### config.mk
export PLATFORM = sky130hd
export DESIGN_NAME = ps2_keyboard_rx
export DESIGN_NICKNAME = d
export VERILOG_FILES = /design/src/rtl/ps2_pkg.sv /design/src/rtl/ps2_line_filter.sv /design/src/rtl/ps2_keyboard_rx.sv
export SDC_FILE = /design/constraint.sdc
export NUM_CORES = 1
export LEC_CHECK = 0
export CORE_UTILIZATION = 43
export CTS_CLUSTER_SIZE = 16
export DETAILED_ROUTE_END_ITERATION = 6
export PLACE_DENSITY = 0.62
export SETUP_SLACK_MARGIN = 0.5
export SLEW_MARGIN = 15
export SYNTH_ARGS = -nofsm -noshare
export SYNTH_HDL_FRONTEND = slang
export SYNTH_HIERARCHICAL = 1
export SYNTH_SLANG_ARGS = --single-unit
### constraint.sdc
create_clock -name CLK12 -period 2.4 [get_ports CLK12]
set_input_delay 0.36 -clock CLK12 [delete_from_list [all_inputs] [get_ports CLK12]]
set_output_delay 0.36 -clock CLK12 [all_outputs]
set_load 0.005 [all_outputs]
### src/rtl/ps2_pkg.sv
// Shared types and constants for the PS/2 keyboard receiver.
// Frame states, prefix bytes and the list of non-key bytes to drop.
package ps2_pkg;

    typedef enum logic [1:0] {
        IDLE,
        DATA,
        PARITY,
        STOP
    } ps2_state_t;

    localparam logic [7:0] PS2_EXT   = 8'hE0;
    localparam logic [7:0] PS2_BRK   = 8'hF0;
    localparam logic [7:0] PS2_PAUSE = 8'hE1;

    localparam logic [7:0] PS2_ACK    = 8'hFA;
    localparam logic [7:0] PS2_BAT_OK = 8'hAA;
    localparam logic [7:0] PS2_ECHO   = 8'hEE;
    localparam logic [7:0] PS2_RESEND = 8'hFE;
    localparam logic [7:0] PS2_ERR_LO = 8'h00;
    localparam logic [7:0] PS2_ERR_HI = 8'hFF;

    localparam logic [7:0] PS2_FAKE_LSH = 8'h12;
    localparam logic [7:0] PS2_FAKE_RSH = 8'h59;

    localparam logic [2:0] PAUSE_SKIP = 3'd7;

    // Keyboard housekeeping bytes that never describe a key.
    function automatic logic is_discard(input logic [7:0] b);
        return (b == PS2_ACK)    || (b == PS2_BAT_OK) ||
               (b == PS2_ECHO)   || (b == PS2_RESEND) ||
               (b == PS2_ERR_LO) || (b == PS2_ERR_HI);
    endfunction

    // Shift codes the keyboard wraps around extended keys.
    function automatic logic is_fake_shift(input logic [7:0] b);
        return (b == PS2_FAKE_LSH) || (b == PS2_FAKE_RSH);
    endfunction

endpackage

### src/rtl/ps2_line_filter.sv
// Synchroniser plus saturating glitch filter for one raw PS/2 line.
// Output only follows the input after FILTER_LEN agreeing samples.
module ps2_line_filter #(
    parameter int FILTER_LEN = 8
) (
    input  logic CLK12,
    input  logic RESET,
    input  logic raw,
    output logic filt
);

    localparam int CW = $clog2(FILTER_LEN + 1);

    logic          sync1;
    logic          sync2;
    logic [CW-1:0] cnt;

    // Two-flop synchroniser for the asynchronous line, idle-high reset.
    always_ff @(posedge CLK12) begin
        if (RESET) begin
            sync1 <= 1'b1;
            sync2 <= 1'b1;
        end else begin
            sync1 <= raw;
            sync2 <= sync1;
        end
    end

    // Count consecutive disagreeing samples; flip on the last one.
    always_ff @(posedge CLK12) begin
        if (RESET) begin
            filt <= 1'b1;
            cnt  <= '0;
        end else if (sync2 == filt) begin
            cnt  <= '0;
        end else if (cnt == CW'(FILTER_LEN - 1)) begin
            filt <= sync2;
            cnt  <= '0;
        end else begin
            cnt  <= cnt + 1'b1;
        end
    end

endmodule

### src/rtl/ps2_keyboard_rx.sv
// PS/2 keyboard receiver: frames bytes and turns them into key events.
// Strips E0/F0/E1 prefixes and drops housekeeping bytes.
module ps2_keyboard_rx
    import ps2_pkg::*;
#(
    parameter int FILTER_LEN  = 8,
    parameter int BIT_TIMEOUT = 1200
) (
    input  logic       CLK12,
    input  logic       RESET,
    input  logic       PS2_CLK,
    input  logic       PS2_DATA,
    output logic       KEY_STROBE,
    output logic       KEY_PRESSED,
    output logic [7:0] KEY_CODE,
    output logic       KEY_EXTENDED,
    output logic       FRAME_ERR
);

    localparam int WDW = $clog2(BIT_TIMEOUT);
    // Error lands BIT_TIMEOUT cycles after the edge cycle.
    localparam logic [WDW-1:0] WD_LAST = WDW'(BIT_TIMEOUT - 2);

    logic           clk_f;
    logic           data_f;
    logic           clk_q;
    logic           fall;
    ps2_state_t     state;
    logic [2:0]     bitn;
    logic [7:0]     shreg;
    logic           par;
    logic [WDW-1:0] wd;
    logic           ext;
    logic           brk;
    logic [2:0]     skip;
    logic           timeout;

    ps2_line_filter #(.FILTER_LEN(FILTER_LEN)) u_clk_filt (
        .CLK12 (CLK12),
        .RESET (RESET),
        .raw   (PS2_CLK),
        .filt  (clk_f)
    );

    ps2_line_filter #(.FILTER_LEN(FILTER_LEN)) u_data_filt (
        .CLK12 (CLK12),
        .RESET (RESET),
        .raw   (PS2_DATA),
        .filt  (data_f)
    );

    assign fall    = clk_q & ~clk_f;
    assign timeout = (state != IDLE) && !fall && (wd == WD_LAST);

    // Frame FSM, watchdog and byte decoder with registered outputs.
    always_ff @(posedge CLK12) begin
        if (RESET) begin
            clk_q        <= 1'b1;
            state        <= IDLE;
            bitn         <= '0;
            shreg        <= '0;
            par          <= 1'b0;
            wd           <= '0;
            ext          <= 1'b0;
            brk          <= 1'b0;
            skip         <= '0;
            KEY_STROBE   <= 1'b0;
            KEY_PRESSED  <= 1'b0;
            KEY_CODE     <= 8'h00;
            KEY_EXTENDED <= 1'b0;
            FRAME_ERR    <= 1'b0;
        end else begin
            clk_q      <= clk_f;
            KEY_STROBE <= 1'b0;
            FRAME_ERR  <= 1'b0;

            if (fall) begin
                wd <= '0;
            end else if (state != IDLE) begin
                wd <= wd + 1'b1;
            end

            if (timeout) begin
                state     <= IDLE;
                FRAME_ERR <= 1'b1;
                ext       <= 1'b0;
                brk       <= 1'b0;
                skip      <= '0;
            end else if (fall) begin
                unique case (state)
                    IDLE: begin
                        if (!data_f) begin
                            state <= DATA;
                            bitn  <= '0;
                        end
                    end
                    DATA: begin
                        shreg[bitn] <= data_f;
                        if (bitn == 3'd7) begin
                            state <= PARITY;
                        end else begin
                            bitn <= bitn + 1'b1;
                        end
                    end
                    PARITY: begin
                        par   <= data_f;
                        state <= STOP;
                    end
                    STOP: begin
                        state <= IDLE;
                        if (!data_f || !(^{shreg, par})) begin
                            FRAME_ERR <= 1'b1;
                            ext       <= 1'b0;
                            brk       <= 1'b0;
                            skip      <= '0;
                        end else if (skip != '0) begin
                            skip <= skip - 1'b1;
                        end else if (shreg == PS2_PAUSE) begin
                            skip <= PAUSE_SKIP;
                            ext  <= 1'b0;
                            brk  <= 1'b0;
                        end else if (shreg == PS2_EXT) begin
                            ext <= 1'b1;
                        end else if (shreg == PS2_BRK) begin
                            brk <= 1'b1;
                        end else if (is_discard(shreg) ||
                                     (ext && is_fake_shift(shreg))) begin
                            ext <= 1'b0;
                            brk <= 1'b0;
                        end else begin
                            KEY_STROBE   <= 1'b1;
                            KEY_CODE     <= shreg;
                            KEY_PRESSED  <= ~brk;
                            KEY_EXTENDED <= ext;
                            ext          <= 1'b0;
                            brk          <= 1'b0;
                        end
                    end
                endcase
            end
        end
    end

endmodule

==> results.md <==
- Outcome: finished clean
- Final period util: 0.793
- Max Clk Rate: 0.525 GHz
- # DRC: 0
- Fin. max-slew vios: 0
- Buf+Inv Stages, Crit Path: 0
- Layout area overhead: 18.6%
- Largest family of logic cells by synthesized area: simple AND/OR/NAND/NOR gates
- RSZ-0062 raised after global routing: yes
- Drt pass-1 iters: 4
- Max incr delay on CP: 0.41 ns
- Yosys warning total: 6
- Root Driver: clkbuf_8
- Num CTS Buffers: 9
- Max-cap violation count: 0
- Critical Path AT: 2.12 ns
- WL final: 5190 um
- Crit-path cells: xnor3_1 -> or2_4 -> mux2i_4 -> and4bb_4 -> mux2_4
- Crit-path max FO: 5
- Synth Area in Compound Gates: 0.0558
- Worst setup SP type: flop
- Sequential area share after synthesis: 0.401
- Synth top area share: 0.401
- Fin crit period: 1.90 ns
- Final setup viols: 0
- Synth cell types: 47
- Fin Setup TNS: 0 ns
- Diodes inserted: 0
- CTS tree: done
- Overflow after GRT: 0
- I/O Buffers: 15
- Slew headroom: 0.646
- # rows: 29
- Area contributors post-synth: dfxtp_1 40%, mux2i_1 6.7%, nor2_1 5.4%
- CP startpoint: shreg[4]
- Share of cells above drive strength 1: 0.166
- CP Capture Type: flop
- Post-CTS Hold Buffers: 0
- Syn Area/Cell: 9.15 um2
- Min-delay worst type: reg -> reg
- Post-Syn Area: 2850 um2
- Die width: 83.3 um
- H-tree depth: 3
- Max Buffers Root-to-Sink: 2
- First-pass GRT wire length: 8630 um
- Area share of and/or/nand/nor cells after synthesis: 0.277
- Die area: 6950 um2
- Slew at the pin with the worst max-slew slack: 0.530 ns
- Mean number of vias per cell: 5.06
- Min-delay src: u_clk_filt/sync1
- Worst reg2reg startpoint: shreg[4]
- Final net count: 350
- Setup slack after layout: 0.497 ns
- Antenna violations before repair: 0
- Core area: 6390 um2
- Layout Skew: 0.00920 ns
- Fin. Hold Viols: 0
- Post-synth EDFFs: 0
- Filler instances: 588
- CTS Sinks: 57
- Most common cell in the netlist: dfxtp_1
- Die H: 83.3 um
- Pin count of the biggest net entering global routing: 22
- Crit-path slowest cell: xnor3_1
- Fraction of registers with async set/reset: 0
- Syn Inst Count: 311
- CP top delay family: simple AND/OR/NAND/NOR gates
- FF-to-FF path depth: 5
- Multiplexer share of the synthesized area: 0.0787
- Adder-cell area share of the yosys netlist: 0.0528
- DRT iter0 DRCs: 131
- Leak: 1.30 nW
- Vias in the first global route: 1909
- Synth area leader: dfxtp_1
- WP data required: 2.61 ns
- Via count: 2100
- Critical path class: reg -> reg
- Commonest cells in the synthesized netlist: 57 x dfxtp_1, 41 x nor2_1, 19 x mux2i_1, 19 x nand2b_1, 18 x nand2_1
- Num ports: 16
- Syn nets: 327
- DP Worst Slack: 0.292 ns
- #FFs+latches synth: 57
- GPL Wtd Cong: 0.768
- Clk_lat worst skew: 0.33 ns
- Starting Density: 0.446
- Hold path depth: 1
- Peak VDD IR: 0.375 mV
- Post-synth top flop: dfxtp_1
- Clk slew on worst S/H paths: 0.06 ns
- Routed length per instance: 12.5 um
- Post-DRT Antenna Nets: 0
- Power per Cell Area: 555 nW/um2
- Detailed Place HPWL: 3450 um
- Worst path depth: 5
- Total GRT Usage: 0.157
- Post-synthesis xor/xnor area fraction: 0.0836
[sequential cells by signal, summed over array words and instances (netlist names), 2 cells and up]
signal / count
skip: 3
u_data_filt/cnt: 4
KEY_CODE: 8
wd: 11
state: 2
shreg: 8
bitn: 3
u_clk_filt/cnt: 4
[path summary, 6_finish.rpt]
check | to | slack (ns)
worst max-delay path | KEY_PRESSED | 0.50
worst min-delay path | u_clk_filt/sync2 | 0.41
worst max register to register | KEY_PRESSED | 0.50
worst min register to register | u_clk_filt/sync2 | 0.41
[per-stage QoR]
| step | power [W] | hold slack (ns) | utilization | cell area, um2 | std cells |
|---|---|---|---|---|---|
| global route | 0.00194 | 0.426 | 0.529 | 3380 | 415 |
| global placement | 0.00101 | 0.392 | 0.476 | 3040 | 391 |
| detailed placement | 0.00101 | 0.398 | 0.476 | 3040 | 391 |
| CTS | 0.00191 | 0.413 | 0.513 | 3270 | 408 |
| floorplan | 0.000995 | 0.389 | - | 2860 | 311 |
| finish | 0.00188 | 0.410 | 0.529 | 3380 | 415 |
[what timing repair did]
| item | in CTS | in global routing |
|---|---|---|
| setup buffers | 2 | 6 |
| gates cloned | 0 | 1 |
| setup endpoints to repair | 12 | 16 |
| pin swaps | 2 | 4 |
| resized for setup | 12 | 11 |
[cells by family (layout without fill, tap and decap cells)]
family | Yosys count | count (layout)
and+or+nand+nor | 144 | 144
DFF | 57 | 57
buffers and inverters | 29 | 56
AOI/OAI and AO/OA | 27 | 27
xor gates and xnor gates | 21 | 21
muxes | 21 | 21
adders and majority gates | 12 | 12
[placed cells by master, fill, tap and decap left out, types with 2 or more instances in the layout]
master and instances:
inv_1 11, nor3b_1 4, a21oi_1 10, clkinv_2 2, nand2_1 18, xor2_1 10, ha_1 12, nor2_1 41
clkbuf_8 11, nor2b_1 4, or3_4 2, nand3_1 13, o21ai_0 6, dfxtp_4 5, nand4b_1 2, and3b_1 3
nand4_1 6, clkdlybuf4s50_1 15, or2_2 5, a31oi_1 3, nand2b_1 19, nor3_1 4, buf_4 12, xnor2_1 6
o211ai_1 2, mux2i_1 19, or2b_1 2, nand3b_1 3, and3_1 4, dfxtp_1 49, dfxtp_2 3, xnor3_1 2
nor4b_1 2, nor4_1 3
[worst register-to-register path, stage by stage, from the launching register on]
cell and delay (ns):
dfxtp_4 0.37, xnor3_1 0.41, or2_4 0.25, mux2i_4 0.14, and4bb_4 0.32, mux2_4 0.31
[routing by layer]
metal	vias to the layer above	global-route usage	wire length, um
met3	9	0.0358	158
li1	1100	-	-
met5	-	0	0
met2	25	0.232	2330
met1	966	0.201	2590
met4	0	0.110	112
[layout make-up]
type,count,area [um2],share of cell area
sequential,57,1160,0.345
timing repair buffer,30,290,0.0860
clock inverter,3,40.0,0.0119
inverter,11,41.3,0.0122
clock buffer,12,155,0.0460
multi-input combinational,225,1590,0.471
tap,77,96.3,0.0285
[report_power, final]
part	leakage [nW]	total, W	internal, W	switching, W
sequential	0.466	0.000946	0.000944	0.00000180
clock	0.102	0.000894	0.000527	0.000367
combinational	0.733	0.0000344	0.0000163	0.0000181
total	1.30	0.00188	0.00149	0.000387
Note: power is estimated with default switching activity, not from simulation.
